### src/rtl/uart_tx_drain_pkg.sv
// Shared definitions for the UART transmit drain block.
//
// Contents:
//   state_e           FSM state encoding, 3 bits, shared by the top level
//   CLKS_PER_BIT_DEF  default number of clock cycles per UART bit
//   DATAW_DEF         default number of data bits per frame
//   cntWidth()        width of a counter that runs 0..n-1, never less than 1 bit
package uart_tx_drain_pkg;

   typedef enum logic [2:0] {
      ST_IDLE   = 3'd0,
      ST_START  = 3'd1,
      ST_DATA   = 3'd2,
      ST_PARITY = 3'd3,
      ST_STOP   = 3'd4
   } state_e;

   localparam int CLKS_PER_BIT_DEF = 16;
   localparam int DATAW_DEF        = 8;

   // A counter for 0..n-1 needs $clog2(n) bits. A one-value counter still
   // needs a 1-bit register so that the declaration stays legal.
   function automatic int cntWidth(input int n);
      return (n > 1) ? $clog2(n) : 1;
   endfunction

endpackage

### src/rtl/uart_baud_cnt.sv
// Bit-period timer for the UART transmitter.
//
// The counter runs 0..CLKS_PER_BIT-1 and wraps to 0 at each bit boundary.
// While i_clr is high it is held at 0, so the first bit after a clear is a
// full bit period long.
//
// Ports:
//   clk     in   system clock, rising edge
//   rst_n   in   asynchronous active-low reset
//   i_clr   in   hold the counter at zero
//   o_tick  out  high on the last clock cycle of a bit period
module uart_baud_cnt
   import uart_tx_drain_pkg::*;
#(
   parameter int CLKS_PER_BIT = CLKS_PER_BIT_DEF
) (
   input  logic clk,
   input  logic rst_n,
   input  logic i_clr,
   output logic o_tick
);

   localparam int            CW   = cntWidth(CLKS_PER_BIT);
   localparam logic [CW-1:0] LAST = CW'(CLKS_PER_BIT - 1);

   logic [CW-1:0] cnt_q;
   logic [CW-1:0] cnt_d;

   // Next count. The counter wraps to zero on the last cycle of every bit.
   // The FSM changes state only on such a cycle, so the counter is also zero
   // at the start of every new state.
   always_comb begin
      cnt_d = cnt_q;
      if (i_clr || (cnt_q == LAST)) begin
         cnt_d = '0;
      end else begin
         cnt_d = cnt_q + CW'(1);
      end
   end

   // Count register. Reset puts it at the start of a bit period.
   always_ff @(posedge clk or negedge rst_n) begin
      if (!rst_n) begin
         cnt_q <= '0;
      end else begin
         cnt_q <= cnt_d;
      end
   end

   assign o_tick = ~i_clr & (cnt_q == LAST);

endmodule

### src/rtl/uart_tx_drain.sv
// UART transmitter that drains a show-ahead FIFO.
//
// Whenever the transmitter is idle and the FIFO is not empty, it pops one
// word and sends it on o_tx as a UART frame. The frame is a start bit, DATAW
// data bits LSB first, an optional even-parity bit, and one stop bit.
// Back-to-back frames are separated by exactly one idle cycle. The pop for
// the next word happens in that idle cycle.
//
// Ports:
//   clk         in   system clock, rising edge
//   rst_n       in   asynchronous active-low reset; forces the line high at once
//   i_rd_empty  in   FIFO empty flag
//   i_rd_data   in   FIFO head word, valid whenever i_rd_empty is low
//   o_rd_en     out  FIFO pop strobe, one cycle per word (combinational)
//   o_tx        out  serial line, idle high (registered)
//   o_busy      out  high from the start bit through the stop bit (registered)
module uart_tx_drain
   import uart_tx_drain_pkg::*;
#(
   parameter int DATAW        = DATAW_DEF,
   parameter int CLKS_PER_BIT = CLKS_PER_BIT_DEF,
   parameter int PARITY_EN    = 0
) (
   input  logic             clk,
   input  logic             rst_n,
   input  logic             i_rd_empty,
   input  logic [DATAW-1:0] i_rd_data,
   output logic             o_rd_en,
   output logic             o_tx,
   output logic             o_busy
);

   localparam int            BW       = cntWidth(DATAW);
   localparam logic [BW-1:0] LAST_BIT = BW'(DATAW - 1);

   state_e           state_q,  state_d;
   logic [DATAW-1:0] shReg_q,  shReg_d;
   logic [BW-1:0]    bitCnt_q, bitCnt_d;
   logic             parity_q, parity_d;
   logic             tx_q,     tx_d;
   logic             busy_q,   busy_d;

   logic             baudTick;
   logic             rdEn;

   // The bit timer is held at zero in IDLE. START therefore always lasts a
   // full bit period, counted from the cycle after the pop.
   uart_baud_cnt #(
      .CLKS_PER_BIT(CLKS_PER_BIT)
   ) uBaud (
      .clk    (clk),
      .rst_n  (rst_n),
      .i_clr  (state_q == ST_IDLE),
      .o_tick (baudTick)
   );

   // The FIFO is sampled only in IDLE. Gating with rst_n keeps the pop strobe
   // low while reset is applied, even if the FIFO already holds data.
   assign rdEn = (state_q == ST_IDLE) & ~i_rd_empty & rst_n;

   // Next-state and next-output logic. o_tx is registered, so each branch
   // computes the line value for the state being entered. The line then
   // changes on the same edge as the state.
   always_comb begin
      state_d  = state_q;
      shReg_d  = shReg_q;
      bitCnt_d = bitCnt_q;
      parity_d = parity_q;
      tx_d     = tx_q;
      busy_d   = busy_q;

      case (state_q)
         ST_IDLE: begin
            tx_d     = 1'b1;
            busy_d   = 1'b0;
            bitCnt_d = '0;
            if (rdEn) begin
               shReg_d  = i_rd_data;
               parity_d = ^i_rd_data;
               state_d  = ST_START;
               tx_d     = 1'b0;
               busy_d   = 1'b1;
            end
         end

         ST_START: begin
            if (baudTick) begin
               state_d  = ST_DATA;
               bitCnt_d = '0;
               tx_d     = shReg_q[0];
            end
         end

         ST_DATA: begin
            if (baudTick) begin
               if (bitCnt_q == LAST_BIT) begin
                  if (PARITY_EN != 0) begin
                     state_d = ST_PARITY;
                     tx_d    = parity_q;
                  end else begin
                     state_d = ST_STOP;
                     tx_d    = 1'b1;
                  end
               end else begin
                  shReg_d  = shReg_q >> 1;
                  bitCnt_d = bitCnt_q + BW'(1);
                  tx_d     = shReg_d[0];
               end
            end
         end

         ST_PARITY: begin
            if (baudTick) begin
               state_d = ST_STOP;
               tx_d    = 1'b1;
            end
         end

         ST_STOP: begin
            if (baudTick) begin
               state_d = ST_IDLE;
               tx_d    = 1'b1;
               busy_d  = 1'b0;
            end
         end

         default: begin
            state_d = ST_IDLE;
            tx_d    = 1'b1;
            busy_d  = 1'b0;
         end
      endcase
   end

   // State and datapath registers. Reset drops any partly sent word and
   // returns the line to mark immediately.
   always_ff @(posedge clk or negedge rst_n) begin
      if (!rst_n) begin
         state_q  <= ST_IDLE;
         shReg_q  <= '0;
         bitCnt_q <= '0;
         parity_q <= 1'b0;
         tx_q     <= 1'b1;
         busy_q   <= 1'b0;
      end else begin
         state_q  <= state_d;
         shReg_q  <= shReg_d;
         bitCnt_q <= bitCnt_d;
         parity_q <= parity_d;
         tx_q     <= tx_d;
         busy_q   <= busy_d;
      end
   end

   assign o_rd_en = rdEn;
   assign o_tx    = tx_q;
   assign o_busy  = busy_q;

endmodule

### config.mk
export PLATFORM = sky130hd
export DESIGN_NAME = uart_tx_drain
export DESIGN_NICKNAME = d
export VERILOG_FILES = /design/src/rtl/uart_tx_drain_pkg.sv /design/src/rtl/uart_baud_cnt.sv /design/src/rtl/uart_tx_drain.sv
export SDC_FILE = /design/constraint.sdc
export NUM_CORES = 1
export LEC_CHECK = 0
export BUFFER_PORTS_ARGS = -buffer_cell sky130_fd_sc_hd__buf_2
export CORE_MARGIN = 1.5
export CORE_UTILIZATION = 55
export CTS_BUF_LIST = sky130_fd_sc_hd__clkbuf_4 sky130_fd_sc_hd__clkbuf_8
export DETAILED_ROUTE_END_ITERATION = 8
export PLACE_DENSITY = 0.76
export SLEW_MARGIN = 20
export SYNTH_ARGS = -nofsm -noshare
export SYNTH_HDL_FRONTEND = slang
export SYNTH_SLANG_ARGS = --single-unit
### constraint.sdc
create_clock -name clk -period 2.6 [get_ports clk]
set_input_delay 0.39 -clock clk [delete_from_list [all_inputs] [get_ports clk]]
set_output_delay 0.39 -clock clk [all_outputs]
set_load 0.02 [all_outputs]
======== After elaboration in Yosys (flattened, before gate mapping) ========
Index checks and enable logic that the tools add are counted.
cells by class
  $add $sub $neg .......................... 2
  multipliers ............................. 0
  divide/modulo/power cells ............... 0
  magnitude comparators ................... 0
  equal/unequal tests ..................... 14
  shift-type cells ........................ 0
  muxes and demuxes ....................... 24
  bitwise logic cells ..................... 6
  reduce and logical (&&, ||, !) cells .... 11
operators by type and width
  cell                 number
  $mux 3               8
  $mux 8               3
  $pmux 8 s2           1
  $pmux 3 s5           1
  $ne 2x2->1 const B   7
  $pmux 3 s3           1
  $reduce_and 4->1     2
  $mux 1               7
  $eq 3x2->1 const B   2
  $eq 3x3->1 const B   2
  $reduce_and 6->1     1
  $add 4x1->4 const B  1
  $eq 4x4->1 const B   1
  $mux 4               1
  $pmux 1 s4           1
  $add 3x1->3 const B  1
  $and 1x1->1          3
  $eq 3x1->1 const B   1
  $logic_not 3->1      1
  $not 1->1            3
  $pmux 1 s3           1
  $reduce_and 3->1     1
  $reduce_bool 3->1    1
  $reduce_or 3->1      1
  5 further kinds      5
storage, ports and cells
  flip-flop bits (word level) ............. 20
  bits in latches ......................... 0
  RAM bits ................................ 0
  bits in read-only memories .............. 0
  output and inout bits ................... 3
  logic and storage cells ................. 63
  memories kept ........................... 0

======== Depth between registers and ports, before layout ========
Gate-level depths: netlist (run 1).
  depth after elaboration ................. 5
  gate-level depth with buffers ........... 6
  depth with buffers taken out ............ 5

======== Hierarchy ========
From an unflattened synthesis (run 1), not the netlist that was laid out.
second synthesis, totals
  cells, all modules ...................... 106
  area, all modules ....................... 1122.3 um2
modules (own cells, without submodules)
  module         times used  cells an instance  area an instance (um2)
  uart_tx_drain  1           91                 947.2
  uart_baud_cnt  1           15                 175.2

======== Least setup slack after synthesis (run 1) ========
No wires, ideal clock.
  kind .................................... register -> register
  start point ............................. register bitCnt_q[0]
  end point ............................... register shReg_q[0]
  data arrival time ....................... 1.516 ns
  path slack .............................. 0.940 ns
  stages on the path, launching flop included .. 7
  path through ............................ dfrtp_1 > ha_1 > ha_1 > nor4b_2 > and2_1 > buf_2 > o32ai_1
on the way
  cells in the longest elaborated chain, start to end .. 3
RTL lines
  element                     RTL line              source
  start: declaration          uart_tx_drain.sv:38   logic [BW-1:0] bitCnt_q, bitCnt_d;
  start signal: assignment    uart_tx_drain.sv:148  bitCnt_q <= bitCnt_d;
  $eq 3x3->1                  uart_tx_drain.sv:96   if (bitCnt_q == LAST_BIT) begin
  $ne 2x2->1 (no line)        --
  $reduce_and 4->1 (no line)  --
  end signal: assignment      uart_tx_drain.sv:147  shReg_q <= shReg_d;
  end: declaration            uart_tx_drain.sv:37   logic [DATAW-1:0] shReg_q, shReg_d;
Every way passes these cells.
A chain may end at the register's enable or synchronous reset.

======== Worst setup path after layout (run 1) ========
  start point ............................. register state_q[1]
  end point ............................... output port o_rd_en
on the way
  cells in the longest elaborated chain, start to end .. 3
RTL lines
  element                    RTL line              source
  start: declaration         uart_tx_drain.sv:36   state_e state_q, state_d;
  start signal: assignment   uart_tx_drain.sv:146  state_q <= state_d;
  $logic_not 3->1            uart_tx_drain.sv:59   assign rdEn = (state_q == ST_IDLE) & ~i_rd_empty & rst_n;
  $and 1x1->1 (2 in series)  uart_tx_drain.sv:59
  end: declaration           uart_tx_drain.sv:28   output logic o_rd_en,
Every way passes these cells.

==> impl_metrics.tcl, run 1 <==
set metrics [dict create \
    status "complete, no violations" \
    final_util 0.628 \
    grt_overflow 0 \
    synth.distinct_cells 36 \
    grt_usage 0.205 \
    ctsHtreeMaxLevel 1 \
    synth-warning-count 0 \
    synth_compound_area_frac 0.239 \
    cellLeakagePower_nw 0.538 \
    cts_tree "yes" \
    required_ps 2210 \
    maxSlewViolCount 0 \
    async_flop_share 1.00 \
    synth_simple_gate_area_share 0.199 \
    clk_pin_slew_ps 110 \
    grt_pass1_wl_mm 3.78 \
    synth_top_family_by_area "compound AO/OA/AOI/OAI gates" \
    max_freq_mhz 447 \
    tightestPinTransition_ps 608 \
    setup_viol 0 \
    design.die.area_um2 2370 \
    reg2reg_depth 5 \
    drtAntennaViolNets 0 \
    holdBufCountCts 0 \
    hold_violations 0 \
    grt_max_degree 22 \
    synth_edf_count 0 \
    finalCritPeriodShare 0.861 \
    initial_utilization 0.586 \
    rrSetupSlack_ps 650 \
    critPathMaxFanout 18 \
    powerDensity_nw_per_um2 916 \
    fin_tns_setup_ps 0 \
    synth_seq_cells 20 \
    hp-class "in -> async" \
    gp_congestion 0.762 \
    hpwl_mm 1.56 \
    syn-cell-area_um2 1150 \
    critPathLaunchType "flop" \
    die_h_um 48.7 \
    grt_pass1_vias 820 \
    ios 14 \
    cts-root-buf "clkbuf_4" \
    critPathCaptureType "output port" \
    port_buffers 13 \
    syn2layout_area_growth_pct 7.18 \
    slew_headroom 0.594 \
    antenna_found_initial 0 \
    final_cell_mix "dfrtp_1, buf_2, o21ai_0, inv_1" \
    clk_latency_ps 300 \
    final_common_cell "dfrtp_1" \
    synth_xor_area_frac 0.00762 \
    drc 0 \
    yosys-mux-area-fraction 0 \
    post_cts_resized 0 \
    holdWs_ps 57.5 \
    rows 16 \
    netlist_instances 119 \
    peakVddDrop_mv 0.460 \
    worstPathArrival_ps 1850 \
    cts_inserted_buffers 3 \
    core-area_um2 1960 \
    die_width_um 48.7 \
    syn-num-nets 133 \
    fin_nets 142 \
    cts_setup_buffers 0 \
    maxCapViolCount 0 \
    reg2reg_to "shReg_q[4]" \
    ys_seq_area_frac 0.436 \
    yosys.area_share.adder 0.0326 \
    timing.final.crit_period_ps 2240 \
    wl_mm 2.33 \
    wl_per_cell_um 15.1 \
    crit_type "reg -> out" \
    rsz0062_at_grt "false" \
    antenna_cells 0 \
    fin_skew_ps 2.69 \
    fillers 173 \
    cts.path.max_buffers 2 \
    drt_iter0_drc 34 \
    drive_gt1_frac 0.189 \
    vias_per_cell 6.20 \
    synthFlopType "dfrtp_1" \
    drtPass1Iterations 4 \
    vias 955 \
    avgSynthCellArea_um2 9.66 \
    worst_r2r_startpoint "bitCnt_q[0]" \
    cts_num_sinks 20 \
]
area by class of cell:
class | count | area (µm²) | share of cell area
repair buffers | 14 | 72.6 | 0.0589
inverters | 10 | 37.5 | 0.0305
flip-flops and latches | 20 | 502 | 0.407
clock buffers | 4 | 36.3 | 0.0294
multi-input cells | 79 | 551 | 0.447
well taps | 27 | 33.8 | 0.0274
report_power, final:
part,internal (mW),switching [mW],leakage [nW]
combinational,0.198,0.196,0.268
clock,0.0855,0.0954,0.0210
sequential,0.431,0.122,0.249
kinds of logic after synthesis:
kind of cell / count (synthesis)
XOR/XNOR: 1
flip-flops: 20
adder cells (fa/ha/maj): 3
buffers and inverters: 20
AND/OR/NAND/NOR: 36
AO/OA/AOI/OAI: 39
through the flow:
stage                     setup slack [ps]  area, µm²  instances  power [mW]
after floorplan                        940       1150        119       0.872
after global placement                 723       1200        150       0.933
after detailed placement               693       1200        150       0.950
final                                  361       1230        154        1.13
after CTS                              374       1230        154        1.13
after global routing                   212       1230        154        1.22
worst max-delay path: stages (launching register included):
cell and delay (ps):
dfrtp_1 550, nor3b_1 380, and2_1 380, buf_2 230
cell usage after synthesis (2+ instances only):
cell type  number  area (µm²)
a31oi_1         2        12.5
or2_2           2        12.5
nand3_1         3        15.0
nor2_1          6        22.5
nand2_1         2        7.51
a21oi_1         4        20.0
o32ai_1         7        61.3
nor4b_2         2        30.0
and3_1          2        12.5
ha_1            3        37.5
o21ai_1         2        10.0
buf_2           6        30.0
a32oi_1         8        70.1
clkbuf_1        2        7.51
dfrtp_1        19         475
and2_1          3        18.8
o21ai_0        10        50.1
inv_1          10        37.5
buf_6           2        22.5
nor2b_1         8        50.1
sequential cells by signal (all words and copies together) (netlist names):
register and flops:
bitCnt_q 3, o_busy 1, o_tx 1, shReg_q 8
state_q 3, uBaud.cnt_q 4
worst max path at each step:
stage                start          to  cells after the start
6_report        state_q[1]     o_rd_en                      3
5_1_grt         state_q[1]     o_rd_en                      3
4_1_cts         state_q[1]     o_rd_en                      3
3_5_place_dp   bitCnt_q[0]  shReg_q[1]                      5
3_3_place_gp    state_q[1]     o_rd_en                      3
2_1_floorplan  bitCnt_q[0]  shReg_q[0]                      6
layer usage:
metal | global-route usage | share of wire | up-vias
met5 | 0 | 0 | -
met4 | 0.0857 | 0.016 | 0
met3 | 0.0278 | 0.029 | 4
met2 | 0.320 | 0.49 | 20
met1 | 0.289 | 0.46 | 475
li1 | - | - | 456
(Power assumes the default switching activity.)
==> run 2: changes to the inputs <==
--- a/config.mk
+++ b/config.mk
@@ -10,6 +10,7 @@
 export CORE_UTILIZATION = 55
 export CTS_BUF_LIST = sky130_fd_sc_hd__clkbuf_4 sky130_fd_sc_hd__clkbuf_8
 export DETAILED_ROUTE_END_ITERATION = 8
+export HOLD_SLACK_MARGIN = 0.12
 export PLACE_DENSITY = 0.76
 export SLEW_MARGIN = 20
 export SYNTH_ARGS = -nofsm -noshare
==> run 2 against run 1 <==
Compared with the run above: die area unchanged; sequential share of layout area down 0.33 points; non-clock buffer count up 1; highest routed layer unchanged; routed wire length up 0.39%; largest power group unchanged; clock skew unchanged; global-route usage unchanged.
==> impl_metrics.tcl, run 2 (synthesis results as in run 1) <==
set metrics [dict create \
    cts.path.max_buffers 2 \
    die_width_um 48.7 \
    hp-start "i_rd_data[7]" \
    grt_pass1_wl_mm 3.78 \
    cts_inserted_buffers 3 \
    drc 0 \
    final_util 0.633 \
    grt_usage 0.205 \
    rrSetupSlack_ps 650 \
    ios 14 \
    cts_tree "yes" \
    port_buffers 13 \
    final_common_cell "dfrtp_1" \
    largest_reg_flops 8 \
    gp_congestion 0.762 \
    cellLeakagePower_nw 0.542 \
    required_ps 2210 \
    hpwl_mm 1.56 \
    vias_per_cell 6.17 \
    status "complete, no violations" \
    cts_num_sinks 20 \
    worst_r2r_startpoint "bitCnt_q[0]" \
    design.die.area_um2 2370 \
    maxSlewViolCount 0 \
    grt_max_degree 22 \
    rsz0062_at_grt "false" \
    place_inst 150 \
    final_cell_mix "dfrtp_1, buf_2, o21ai_0, inv_1" \
    tightestPinTransition_ps 608 \
    antenna_cells 0 \
    finalCritPeriodShare 0.895 \
    wl_per_cell_um 15.1 \
    initial_utilization 0.586 \
    antenna_found_initial 0 \
    grt_overflow 0 \
    fin_nets 143 \
    reg2reg_to "shReg_q[4]" \
    critPathLaunchType "input pin" \
    largestRegisters "shReg_q: 8 flops, uBaud.cnt_q: 4 flops" \
    drt_iter0_drc 34 \
    fin_skew_ps 2.69 \
    powerDensity_nw_per_um2 909 \
    clk_latency_ps 300 \
    drtAntennaViolNets 0 \
    holdPathStages 3 \
    hold_violations 0 \
    drtPass1Iterations 4 \
    rows 16 \
    grt_pass1_vias 820 \
    placed_cell_area_um2 1200 \
    ctsHtreeMaxLevel 1 \
    clk_pin_slew_ps 110 \
    critPathCaptureType "output port" \
    critPathLaunch "rst_n" \
    maxCapViolCount 0 \
    worstPathArrival_ps 1940 \
    min_to "shReg_q[7]" \
    hp-class "in -> reg" \
    holdWs_ps 332 \
    crit_type "in -> out" \
    reg2reg_depth 5 \
    peakVddDrop_mv 0.461 \
    wl_mm 2.34 \
    instances_no_fill 155 \
    stdcell_area_um2 1240 \
    timing.final.crit_period_ps 2330 \
    top_register "shReg_q" \
    die_h_um 48.7 \
    vias 957 \
    core-area_um2 1960 \
    syn2layout_area_growth_pct 8.05 \
    fin_tns_setup_ps 0 \
    slew_headroom 0.594 \
    cts-root-buf "clkbuf_4" \
    drive_gt1_frac 0.188 \
    critPathMaxFanout 9 \
    post_cts_resized 0 \
    setup_viol 0 \
    max_freq_mhz 430 \
]
[run 2: critical path, stage by stage]
cell and delay, ps:
dlygate4sd3_1 510, buf_2 110, nor3b_1 310, and2_1 380, buf_2 230
[run 2: where the power goes]
| part | leakage, nW | total (mW) | switching (mW) | internal, mW |
|---|---|---|---|---|
| registers | 0.249 | 0.553 | 0.122 | 0.431 |
| logic | 0.272 | 0.395 | 0.196 | 0.199 |
| clock network | 0.0210 | 0.181 | 0.0954 | 0.0855 |
[run 2: layout make-up]
| class | count | area, µm² |
|---|---|---|
| Clock buffer | 4 | 36.3 |
| Tap cell | 27 | 33.8 |
| Timing Repair Buffer | 15 | 82.6 |
| Multi-Input combinational cell | 79 | 551 |
| Inverter | 10 | 37.5 |
| Sequential cell | 20 | 502 |
| Fill cell | 172 | 719 |
[run 2: worst max-delay path by stage]
stage,to,slack [ps],cells past startpoint
after floorplan,shReg_q[0],940,6
after global placement,o_rd_en,720,3
after detailed placement,shReg_q[1],690,5
after CTS,o_rd_en,290,5
after global routing,o_rd_en,180,5
final,o_rd_en,270,5
[run 2: per-layer routing]
metal | track usage | routed length, µm | part of all wire
met5 | 0 | 0 | 0
met4 | 0.0857 | 38 | 0.016
met3 | 0.0278 | 69 | 0.030
met2 | 0.320 | 1150 | 0.49
met1 | 0.289 | 1080 | 0.46
[run 2: repair_timing]
item | CTS | global route
hold endpoints to repair | 19 | 0
hold buffers | 1 | 0
setup buffers | 0 | 0
[run 2: metrics by stage]
step / total power, mW / worst slack [ps]
finish: 1.13 / 272
CTS: 1.13 / 288
detailed placement: 0.950 / 693
global route: 1.22 / 176
floorplan: 0.872 / 940
global placement: 0.933 / 723
